## src/rtl/timetag_framer.sv

```systemverilog
// Frames each timer rollover as a 4-word time-tag packet on a valid/ready stream.
// One pending slot absorbs a rollover that arrives mid-packet; further ones are counted as drops.
module timetag_framer #(
  parameter int         PERIOD_W = 48,
  parameter int         WORD_W   = 16,
  parameter logic [3:0] TAG_HDR  = 4'hF
) (
  input  logic                clk,
  input  logic                rst,
  input  logic                en,
  input  logic                period_done,
  input  logic [PERIOD_W-1:0] period,
  output logic [WORD_W-1:0]   tag_data,
  output logic                tag_valid,
  output logic                tag_last,
  input  logic                tag_ready,
  output logic [15:0]         drop_total
);

  localparam logic [2:0] S_IDLE = 3'd0;
  localparam logic [2:0] S_HDR  = 3'd1;
  localparam logic [2:0] S_W2   = 3'd2;
  localparam logic [2:0] S_W1   = 3'd3;
  localparam logic [2:0] S_W0   = 3'd4;

  function automatic logic [7:0] sat_inc8(input logic [7:0] v);
    return (v == 8'hFF) ? v : v + 8'd1;
  endfunction

  function automatic logic [15:0] sat_inc16(input logic [15:0] v);
    return (v == 16'hFFFF) ? v : v + 16'd1;
  endfunction

  logic [2:0]          state, state_nxt;
  logic [PERIOD_W-1:0] cur, pend;
  logic                pend_full;
  logic [7:0]          drop_cnt, drop_cnt_nxt, drop_base;
  logic [7:0]          hdr_cnt;
  logic                adv, cap, cur_free, move, to_cur, to_pend, drop, hdr_acc;
  logic [WORD_W-1:0]   data_nxt;
  logic                last_nxt;

  assign tag_valid = (state != S_IDLE);
  assign adv       = tag_valid & tag_ready;
  assign cap       = en & period_done;
  assign cur_free  = (state == S_IDLE) | ((state == S_W0) & adv);
  // Emptying the slots on W0 accept happens before a same-cycle capture is placed.
  assign move      = cur_free & pend_full;
  assign to_cur    = cap & cur_free & ~pend_full;
  assign to_pend   = cap & ~to_cur & (~pend_full | move);
  assign drop      = cap & ~to_cur & ~to_pend;
  assign hdr_acc   = (state == S_HDR) & adv;

  // Drops that land while a header is held stay counted for the following header.
  always_comb begin
    drop_base    = hdr_acc ? (drop_cnt - hdr_cnt) : drop_cnt;
    drop_cnt_nxt = drop ? sat_inc8(drop_base) : drop_base;
  end

  always_comb begin
    state_nxt = state;
    case (state)
      S_IDLE:  if (move | to_cur) state_nxt = S_HDR;
      S_HDR:   if (adv) state_nxt = S_W2;
      S_W2:    if (adv) state_nxt = S_W1;
      S_W1:    if (adv) state_nxt = S_W0;
      S_W0:    if (adv) state_nxt = (move | to_cur) ? S_HDR : S_IDLE;
      default: state_nxt = S_IDLE;
    endcase
  end

  always_comb begin
    data_nxt = '0;
    last_nxt = 1'b0;
    case (state_nxt)
      S_HDR: data_nxt = {TAG_HDR, {(WORD_W-12){1'b0}}, drop_cnt_nxt};
      S_W2:  data_nxt = cur[3*WORD_W-1 -: WORD_W];
      S_W1:  data_nxt = cur[2*WORD_W-1 -: WORD_W];
      S_W0: begin
        data_nxt = cur[WORD_W-1:0];
        last_nxt = 1'b1;
      end
      default: ;
    endcase
  end

  always_ff @(posedge clk or negedge rst) begin
    if (!rst) begin
      state      <= S_IDLE;
      cur        <= '0;
      pend       <= '0;
      pend_full  <= 1'b0;
      drop_cnt   <= '0;
      hdr_cnt    <= '0;
      drop_total <= '0;
      tag_data   <= '0;
      tag_last   <= 1'b0;
    end else begin
      state    <= state_nxt;
      drop_cnt <= drop_cnt_nxt;
      if (drop) drop_total <= sat_inc16(drop_total);
      if (move) cur <= pend;
      else if (to_cur) cur <= period;
      if (to_pend) begin
        pend      <= period;
        pend_full <= 1'b1;
      end else if (move) begin
        pend_full <= 1'b0;
      end
      // Output word is registered on each state change so it holds through backpressure.
      if (state_nxt != state) begin
        tag_data <= data_nxt;
        tag_last <= last_nxt;
        if (state_nxt == S_HDR) hdr_cnt <= drop_cnt_nxt;
      end
    end
  end

endmodule

```

## config.mk

```make
export PLATFORM = sky130hd
export DESIGN_NAME = timetag_framer
export DESIGN_NICKNAME = d
export VERILOG_FILES = /design/src/rtl/timetag_framer.sv
export SDC_FILE = /design/constraint.sdc
export NUM_CORES = 1
export LEC_CHECK = 0
export ABC_CLOCK_PERIOD_IN_PS = 2400
export CAP_MARGIN = 20
export CORE_MARGIN = 3
export CORE_UTILIZATION = 51
export CTS_CLUSTER_SIZE = 24
export DETAILED_ROUTE_END_ITERATION = 6
export GPL_TIMING_DRIVEN = 0
export PLACE_DENSITY_LB_ADDON = 0.08
export SKIP_LAST_GASP = 1
export SYNTH_ARGS = -nofsm -noshare
export SYNTH_HDL_FRONTEND = slang
export SYNTH_SLANG_ARGS = --single-unit
```

## constraint.sdc

```tcl
create_clock -name clk -period 2.4 [get_ports clk]
set_input_delay 0.24 -clock clk [delete_from_list [all_inputs] [get_ports clk]]
set_output_delay 0.24 -clock clk [all_outputs]
set_load 0.05 [all_outputs]
```

==> impl_metrics.tcl, run 1 <==
set metrics [dict create \
    cts_tree "done" \
    layout_commonest_cell "dfrtp_1" \
    hp-class "primary input to flip-flop" \
    period_share_pct 109 \
    endpoint_kind "flip-flop" \
    path_class "flip-flop to flip-flop" \
    drt_iter0_markers 369 \
    yosysWarnings 0 \
    drcViolationCount 0 \
    finish.net_count 838 \
    syn2layout_area_growth_pct 26.8 \
    root_buffer "clkbuf_16" \
    whs_path_depth 4 \
    async_flop_share_pct 100 \
    dr.pass1.iters 5 \
    setup_slack_ns -0.224 \
    initial_core_util_pct 52.3 \
    antenna_found_initial 0 \
    maxCapViolCount 0 \
    grt_pass1_vias 5924 \
    ir_worst_vdd_v 0.000728 \
    dieArea_sq_um 15800 \
    vias 5885 \
    synth_fp_nets 717 \
    switching_share_pct 40.2 \
    grt_max_degree 81 \
    layout_common_cells "dfrtp_1, a22oi_1, clkdlybuf4s50_1, o21ai_0, mux2_2" \
    final_area_sq_um 9280 \
    rr_worst_depth 11 \
    p_comb_share_pct 48.8 \
    max-slew-margin-rel_pct 55.5 \
    p_leak_nw 3.91 \
    finalSetupViolations 12 \
    synth-edff-count 0 \
    ys_ff_latch 149 \
    path_clk_slew_ns 0.06 \
    outcome "finished, violations left" \
    port_buffers 85 \
    slew_viol_final 0 \
    dpl_cell_area_sq_um 8430 \
    h-tree-depth 4 \
    synth_area_leader_cell "dfrtp_1" \
    hpwl_um 13500 \
    vias_per_cell 6.09 \
    avgSynthCellArea_sq_um 11.2 \
    power_switching_mw 5.51 \
    clkPwrFrac_pct 18.2 \
    seq_power_share_pct 33.0 \
    netlist_instances 654 \
    cts_max_path_buffers 2 \
    ios 87 \
    clkSinkCount 149 \
    synth-seq-area-share_pct 50.9 \
    grt.total_usage_pct 24.4 \
    violations "negative setup slack" \
    rows 43 \
    layout_min_cycle_time_ns 2.62 \
    diodes 0 \
    skew_ns 0.00648 \
    drive_above_1_share_pct 20.6 \
    wirelength_um 19000 \
    fp.coreArea_sq_um 14000 \
    cts_made_buffers 17 \
    fp.dieH_um 126 \
    wl_per_cell_um 19.6 \
    synthesis.area_sq_um 7320 \
    final_antenna_net_count 0 \
    fp.dieW_um 126 \
    timing_worst_slew_pin_value_ns 0.668 \
    gp_congestion 0.880 \
    place_ws_ns -0.253 \
    rsz0062_at_grt "true" \
    hold_viol_final 0 \
    setup.worst_path.start_class "flip-flop" \
    worstSkewPairLatency_ns 0.42 \
    max_freq_mhz 381 \
    fin_setup_tns_ns -1.72 \
    yosys-top-cells-area "dfrtp_1, a22oi_1, mux2_2" \
    power.density_nw_per_um2 1480 \
    netlist.area_leader.share_pct 50.9 \
    synth_ff_type "dfrtp_1" \
    p_int_mw 8.19 \
    synth_cell_types 64 \
    overflow 0 \
    grt_pass1_wl_um 30600 \
    crit_required_ns 2.71 \
    arrival_ns 2.93 \
    path_max_fanout 3 \
]
per-layer routing:
layer	global-route usage, %	vias up	part of all wire [%]
li1	-	2700	-
met1	31.8	2961	43
met2	40.5	176	51
met3	4.79	48	4.0
met4	9.59	0	2.8
met5	0	-	0
final timing paths:
kind,from,endpoint,slack [ns]
worst min register to register,hdr_cnt[3],hdr_cnt[3],0.48
max in group asynchronous,rst,pend[43],1.20
worst min-delay path,tag_ready,tag_last,0.19
min in group asynchronous,rst,drop_cnt[3],0.38
worst max register to register,drop_cnt[0],drop_cnt[1],-0.22
worst max-delay path,drop_cnt[0],drop_cnt[1],-0.22
power by group through the flow:
stage                     combinational (mW)  sequential (mW)  clock (mW)
after CTS                               6.39             4.48        2.54
after detailed placement                6.06             4.50           0
final                                   6.69             4.52        2.50
after global placement                  5.85             4.44           0
after floorplan                         4.02             4.74           0
after global routing                    7.30             4.63        2.66
synthesized netlist by cell type, drive strengths merged (4+ instances only):
| cell | number |
|---|---|
| a21o | 9 |
| a21oi | 17 |
| a221o | 7 |
| a22o | 9 |
| a22oi | 98 |
| a31oi | 4 |
| and2 | 4 |
| and3 | 5 |
| buf | 20 |
| clkbuf | 25 |
| dfrtp | 149 |
| ha | 9 |
| inv | 15 |
| mux2 | 50 |
| mux2i | 21 |
| nand2 | 34 |
| nand3 | 10 |
| nand4 | 5 |
| nor2 | 24 |
| nor3 | 4 |
| o21ai | 76 |
| xnor2 | 16 |
| xor2 | 5 |
worst max-delay path, cell delays in order, from the launching register on:
cell,delay [ns]
dfrtp_1,0.37
inv_1,0.06
ha_2,0.17
inv_2,0.04
fa_2,0.38
a31o_4,0.25
xnor2_2,0.14
o31a_1,0.35
buf_4,0.16
nor2_4,0.13
a41oi_4,0.14
mux2_4,0.32
per-stage QoR:
stage	cells	total power, mW	util (%)	hold WS (ns)
finish	967	13.7	66.4	0.188
global route	967	14.6	66.4	0.207
CTS	962	13.4	65.6	0.177
detailed placement	920	10.6	60.3	0.288
global placement	919	10.3	60.1	0.465
floorplan	654	8.76	-	-0.0556
state kept, by name, summed over array words and instances (netlist names):
register	count
state	3
drop_cnt	8
tag_data	16
pend	48
hdr_cnt	8
pend_full	1
drop_total	16
tag_last	1
cur	48
final cells by class:
cell class              instances  area (sq um)
repair buffers                103          1010
clock buffers                  22           474
multi-input cells             445          3480
inverters                      15          56.3
fillers                      1124          4700
well taps                     180           225
clock inverters                 9          78.8
flip-flops and latches        149          3730
plain buffers                  44           226
repair_timing:
action / CTS / global route
hold buffers: 1 / 0
hold endpoints to repair: 69 / 0
gates resized for setup: 15 / 19
cloned: 0 / 0
endpoints found under the setup margin: 7 / 64
pin swaps: 8 / 7
buffers inserted: 10 / 6
logic make-up after synthesis:
kind of cell               after synthesis  synth area share, %
buffers and inverters                   60                 3.83
DFF                                    149                 50.9
AOI/OAI and AO/OA                      237                 22.4
muxes                                   71                 10.8
and+or+nand+nor                        106                 7.76
xor gates and xnor gates                21                 2.51
adders and majority gates               10                 1.81
Power figures use the tool's default switching activity.
==> run 2: changes to the inputs <==
--- a/config.mk
+++ b/config.mk
@@ -8,7 +8,8 @@
 export ABC_CLOCK_PERIOD_IN_PS = 2400
 export CAP_MARGIN = 20
 export CORE_MARGIN = 3
-export CORE_UTILIZATION = 51
+export CORE_UTILIZATION = 52
+export CTS_BUF_LIST = sky130_fd_sc_hd__clkbuf_4 sky130_fd_sc_hd__clkbuf_8
 export CTS_CLUSTER_SIZE = 24
 export DETAILED_ROUTE_END_ITERATION = 6
 export GPL_TIMING_DRIVEN = 0
==> impl_metrics.tcl, run 2 (synthesis results as in run 1) <==
set metrics [dict create \
    outcome "finished, violations left" \
    violations "negative setup slack" \
    hold-worst-slack_ns 0.171 \
    regToRegSetupSlack_ns -0.15 \
    diodes 0 \
    slew_viol_final 0 \
    rsz0062_at_grt "true" \
    reg2reg_from "drop_cnt[0]" \
    layout_commonest_cell "dfrtp_1" \
    gp_congestion 0.893 \
    overflow 0 \
    fp.dieW_um 125 \
    cp_slowest_stage_delay_ns 0.40 \
    rr_worst_depth 10 \
    placed_cells 916 \
    use_met2_pct 39.6 \
    arrival_ns 2.86 \
    dr.pass1.iters 5 \
    crit_required_ns 2.71 \
    h-tree-depth 4 \
    p_int_mw 7.73 \
    finalSetupViolations 10 \
    port_buffers 85 \
    fp.coreArea_sq_um 13500 \
    grt.total_usage_pct 25.1 \
    worst_path_most_repeated_cell "inv_2" \
    fp.dieH_um 125 \
    final_antenna_net_count 0 \
    setup.worst_path.start_class "flip-flop" \
    grt_max_degree 101 \
    timing_worst_slew_pin_value_ns 0.676 \
    vias_per_cell 6.12 \
    period_share_pct 106 \
    final_area_sq_um 9190 \
    path_clk_slew_ns 0.08 \
    fin_cells 967 \
    drcViolationCount 0 \
    initial_core_util_pct 54.2 \
    p_comb_share_pct 52.3 \
    max-slew-margin-rel_pct 54.6 \
    worstSkewPairLatency_ns 0.45 \
    worstPathCellList "inv_2, ha_4, inv_2, fa_2, a31o_4, xnor2_2, o31a_1, nor4_4, mux2i_2, o21ai_1" \
    grt_pass1_vias 5978 \
    switching_share_pct 41.9 \
    finish.net_count 843 \
    dieArea_sq_um 15500 \
    cts_max_path_buffers 2 \
    syn2layout_area_growth_pct 25.6 \
    drive_above_1_share_pct 22.0 \
    seq_power_share_pct 34.3 \
    wirelength_um 19600 \
    hp-class "primary input to flip-flop" \
    vias 5922 \
    r2r-end "tag_data[7]" \
    use_met3_pct 5.87 \
    cts_made_buffers 17 \
    grt.met1_usage_pct 34.5 \
    cts_tree "done" \
    cp-endpoint "tag_data[7]" \
    grt_pass1_wl_um 31200 \
    utilization_pct 68.1 \
    path_class "flip-flop to flip-flop" \
    dpl_cell_area_sq_um 8420 \
    largest_registers "cur: 48 flops, pend: 48 flops" \
    layout_min_cycle_time_ns 2.55 \
    startpoint "drop_cnt[0]" \
    p_leak_nw 3.86 \
    fillers 1023 \
    antenna_found_initial 0 \
    crit_slowest_cell "dfrtp_1" \
    max_freq_mhz 392 \
    power_switching_mw 5.57 \
    clkSinkCount 149 \
    ios 87 \
    maxCapViolCount 0 \
    clkPwrFrac_pct 13.5 \
    skew_ns 0.0131 \
    rows 42 \
    ir_worst_vdd_v 0.000622 \
    drt_iter0_markers 560 \
    root_buffer "clkbuf_8" \
    layout_common_cells "dfrtp_1, a22oi_1, clkdlybuf4s50_1, o21ai_0, mux2_2" \
    endpoint_kind "flip-flop" \
    wl_per_cell_um 20.2 \
    path_max_fanout 3 \
    busiest_layer "met2" \
    hold_viol_final 0 \
    hpwl_um 13700 \
    power.total_mw 13.3 \
    setup_slack_ns -0.151 \
    power.density_nw_per_um2 1450 \
    min_from "tag_ready" \
]
-- run 2: changes by cell type in the layout (fill, tap and decap cells not counted), moves of 2 or more --
cell        change
clkbuf_16      -17
clkbuf_8       +16
buf_6           +3
clkbuf_4        +3
a21oi_1         -2
a21oi_2         +2
clkinv_4        +2
clkinvlp_4      -2
-- run 2: power groups by stage --
stage / Combinational, mW / Sequential, mW / Clock (mW)
after floorplan: 4.02 / 4.74 / 0
after global placement: 5.83 / 4.49 / 0
after detailed placement: 6.04 / 4.55 / 0
after CTS: 6.41 / 4.52 / 1.82
after global routing: 7.56 / 4.67 / 1.95
final: 6.95 / 4.56 / 1.79
-- run 2: cell type report --
cell class                      count  area [sq um]  area share, %
Buffer                             44           218           2.37
Clock buffer                       21           277           3.01
Clock inverter                      9          81.3          0.885
Inverter                           15          56.3          0.612
Multi-Input combinational cell    445          3530           38.4
Sequential cell                   149          3730           40.6
Tap cell                          176           220           2.40
Timing Repair Buffer              108          1080           11.8
-- run 2: repair_timing --
action	4_1_cts	5_1_grt
endpoints found under the setup margin	10	60
hold buffers	1	0
buffers inserted	6	15
pin swaps	15	13
gates resized for setup	21	27
hold endpoints to repair	49	0
-- run 2: how the worst min path moves through the flow --
stage | endpoint | depth (start not counted) | slack, ns
floorplan | cur[0] | 0 | -0.06
detailed placement | pend[1] | 1 | 0.22
finish | tag_last | 4 | 0.17
global route | tag_last | 4 | 0.19
CTS | tag_last | 4 | 0.14
global placement | hdr_cnt[1] | 1 | 0.46
-- run 2: critical path, delay by kind of cell, from the launching register on --
| kind | cells | cell delay (ns) |
|---|---|---|
| multiplexers | 1 | 0.32 |
| buffers and inverters | 2 | 0.11 |
| AO/OA/AOI/OAI | 3 | 0.67 |
| flip-flops | 1 | 0.40 |
| AND/OR/NAND/NOR | 1 | 0.27 |
| adder cells (fa/ha/maj) | 2 | 0.51 |
| XOR/XNOR | 1 | 0.14 |
-- run 2: metal layers --
metal	up-vias	part of all wire [%]
met4	0	1.8
met2	190	49
met1	2995	44
li1	2707	-
met5	-	0
met3	30	5.4
-- run 2: through the flow --
stage	worst slack (ns)	TNS, ns
floorplan	0.00312	0
global placement	-4.76	-711.76
detailed placement	-0.347	-6.16
CTS	-0.173	-0.739
global route	-0.283	-2.46
finish	-0.151	-0.780
==> patch (flow settings as in run 1) <==
Add an input register stage for `period_done` and `period`; this delays them by one clock. The other inputs are not delayed to match.
--- a/src/rtl/timetag_framer.sv
+++ b/src/rtl/timetag_framer.sv
@@ -23,6 +23,14 @@
   localparam logic [2:0] S_W1   = 3'd3;
   localparam logic [2:0] S_W0   = 3'd4;
 
+  logic period_done_q;
+  logic [PERIOD_W-1:0] period_q;
+
+  always_ff @(posedge clk) begin
+    period_done_q <= period_done;
+    period_q      <= period;
+  end
+
   function automatic logic [7:0] sat_inc8(input logic [7:0] v);
     return (v == 8'hFF) ? v : v + 8'd1;
   endfunction
@@ -42,7 +50,7 @@
 
   assign tag_valid = (state != S_IDLE);
   assign adv       = tag_valid & tag_ready;
-  assign cap       = en & period_done;
+  assign cap       = en & period_done_q;
   assign cur_free  = (state == S_IDLE) | ((state == S_W0) & adv);
   // Emptying the slots on W0 accept happens before a same-cycle capture is placed.
   assign move      = cur_free & pend_full;
@@ -100,9 +108,9 @@
       drop_cnt <= drop_cnt_nxt;
       if (drop) drop_total <= sat_inc16(drop_total);
       if (move) cur <= pend;
-      else if (to_cur) cur <= period;
+      else if (to_cur) cur <= period_q;
       if (to_pend) begin
-        pend      <= period;
+        pend      <= period_q;
         pend_full <= 1'b1;
       end else if (move) begin
         pend_full <= 1'b0;
Check against the original RTL: not equivalent (Yosys sat finds a counterexample within 4 cycles, from zero or initial values and one cycle with rst low).
==> patch against run 1 <==
The run still ends with negative setup slack left; power grew 6.6%; critical path type unchanged; count of clock-buffer cells in the layout is 1 lower; critical path depth up 1; sequential power rose by 21%; routed wire length is 0.86% lower; largest cell class unchanged; setup slack worse by 0.27 ns; synthesized area up 12%; design area rose by 9.4%; sequential cell count increased by 49; clock skew down 0.0020 ns.
==> patch: results (changes against run 1) <==
status=finished with violations (unchanged); failing checks=negative setup slack (unchanged); Worst Setup Slack, final=-0.491 ns (was -0.224 ns); DP HPWL=13200 um (was 13500 um); R2R Path Start=drop_cnt[0]$_DFF_PN0_ (unchanged); CTS buffer count=17 (unchanged); Via density=5.74 (was 6.09); clock root buffer master=clkbuf_16 (unchanged); Reg clk slew, reported paths=about 0.070 ns; clk_lat worst skew=0.43 ns; initial antenna violation count=0 (unchanged); Top delay family on crit path=compound AO/OA/AOI/OAI gates (unchanged); biggest regs=cur (48), pend (48), period_q (48) (was cur (48), pend (48)); PortBufs=85 (unchanged); worst setup path class=reg2reg (unchanged); final setup fails=17 (was 12); setup TNS=-5.83 ns (was -1.72 ns); Worst setup endpoint=hdr_cnt[7]$_DFFE_PN0P_ (was drop_cnt[1]$_DFF_PN0_); R2R depth=12 (was 11); Worst IR Drop VDD=0.800 mV (was 0.728 mV); post-place setup slack=-0.725 ns (was -0.253 ns); Synth Net Count=757 (was 717); final antenna-violating net count=0 (unchanged); share of layout cells above drive strength 1=18.0% (was 20.6%); number of global-route vias before repair=5914 (was 5924); crit path max fanout=3 (unchanged); top cells by count, synth=dfrtp_1, a22oi_1, o21ai_0, mux2_2, dfxtp_1 (was dfrtp_1, a22oi_1, o21ai_0, mux2_2, nand2_1); dpl cell area=9380 um^2 (was 8430 um^2); Hold/Removal Path Class=in2reg (unchanged); number of diodes=0 (unchanged); htree depth=4 (unchanged); worst slew pin tran=0.876 ns (was 0.668 ns); ys async rst share=75.3% (was 100%); register area share after synthesis=57.3% (was 50.9%); maximum number of buffers from clock root to sink=2 (unchanged); largest net degree at the start of global routing=80 (was 81); CP Data Arrival Time=3.21 ns (was 2.93 ns); LEAKAGE=4.29 nW (was 3.91 nW); Synth warnings=0 (unchanged); GRT Overall Usage=21.4% (was 24.4%); WL per Instance=18.2 um (was 19.6 um); Post-synth top flop=dfrtp_1 (unchanged); NumNets Final=873 (was 838); slowest cell on the critical path=dfrtp_1 (was fa_2); initial drt markers=388 (was 369); Setup Skew=0.00444 ns (was 0.00648 ns); Crit path largest cell delay=0.38 ns (about the same); synth unique cells=61 (was 64); routability cong.=0.805 (was 0.880); Pre-antenna DRT Iters=5 (unchanged); first-pass GRT wire length=30100 um (was 30600 um); Area contributors post-synth=dfrtp_1, dfxtp_1, a22oi_1, mux2_2, o21ai_0 (was dfrtp_1, a22oi_1, mux2_2, o21ai_0, mux2i_1)
[patch: metrics by stage]
step / hold slack (ns) / std cells / utilization, %
6_report: 0.244 / 1034 / 65.6
5_1_grt: 0.228 / 1034 / 65.6
4_1_cts: 0.231 / 1026 / 64.5
3_5_place_dp: 0.316 / 991 / 60.6
3_3_place_gp: 0.465 / 990 / 60.4
2_1_floorplan: -0.0556 / 694 / -
[patch: area by class of cell]
type | count | area (um^2)
sequential | 198 | 4710
inverter | 15 | 56.3
buffer | 42 | 208
timing repair buffer | 97 | 968
fill | 1168 | 5320
multi-input combinational | 439 | 3390
tap | 211 | 264
clock buffer | 21 | 472
clock inverter | 11 | 96.3
[patch: layer usage]
metal | vias up | track usage [%] | wire [um]
li1 | 2784 | - | -
met1 | 2938 | 27.8 | 8140
met2 | 175 | 35.3 | 9300
met3 | 35 | 4.56 | 873
met4 | 0 | 8.49 | 520
met5 | - | 0 | 0
[patch: report_power, final]
group / switching [mW] / leakage, nW / total (mW) / internal (mW)
registers: 0.904 / 2.20 / 5.46 / 4.55
logic: 3.58 / 1.81 / 6.42 / 2.84
clock network: 1.21 / 0.283 / 2.73 / 1.52
total: 5.70 / 4.29 / 14.6 / 8.91
[patch: how the worst min path moves through the flow]
stage	startpoint	to	slack, ns	cells after the start
floorplan	rst	cur[0]$_DFFE_PN0N_	-0.06	0
global placement	hdr_cnt[2]$_DFFE_PN0P_	hdr_cnt[2]$_DFFE_PN0P_	0.46	1
detailed placement	rst	drop_total[4]$_DFFE_PN0P_	0.32	1
CTS	period[5]	period_q[5]$_DFF_P_	0.23	1
global route	period[37]	period_q[37]$_DFF_P_	0.23	1
finish	period[37]	period_q[37]$_DFF_P_	0.24	1
[patch: kinds of logic after synthesis]
logic type      after synthesis  synth area share [%]
compound gates              220                  18.6
flops                       198                  57.3
simple gates                119                  8.00
mux                          68                  9.14
buf+inv                      57                  2.96
xor+xnor                     21                  2.24
fa+ha+maj                    11                  1.74
[patch: what timing repair did]
item / CTS / global route
hold endpoints to repair: 78 / 0
buffers inserted: 2 / 8
pin swaps: 8 / 7
endpoints found under the setup margin: 69 / 72
gates resized for setup: 7 / 35
gates cloned: 0 / 0
hold buffers: 1 / 0
[patch: worst reg2reg max path, stage by stage (launching register included)]
cell and delay, ns:
dfrtp_1 0.38, inv_1 0.06, ha_2 0.18, inv_2 0.04
fa_2 0.35, a211o_1 0.34, a31oi_1 0.21, and2b_2 0.20
a32oi_4 0.07, nand2b_4 0.18, nor3_2 0.20, mux2_4 0.33
mux2_4 0.26
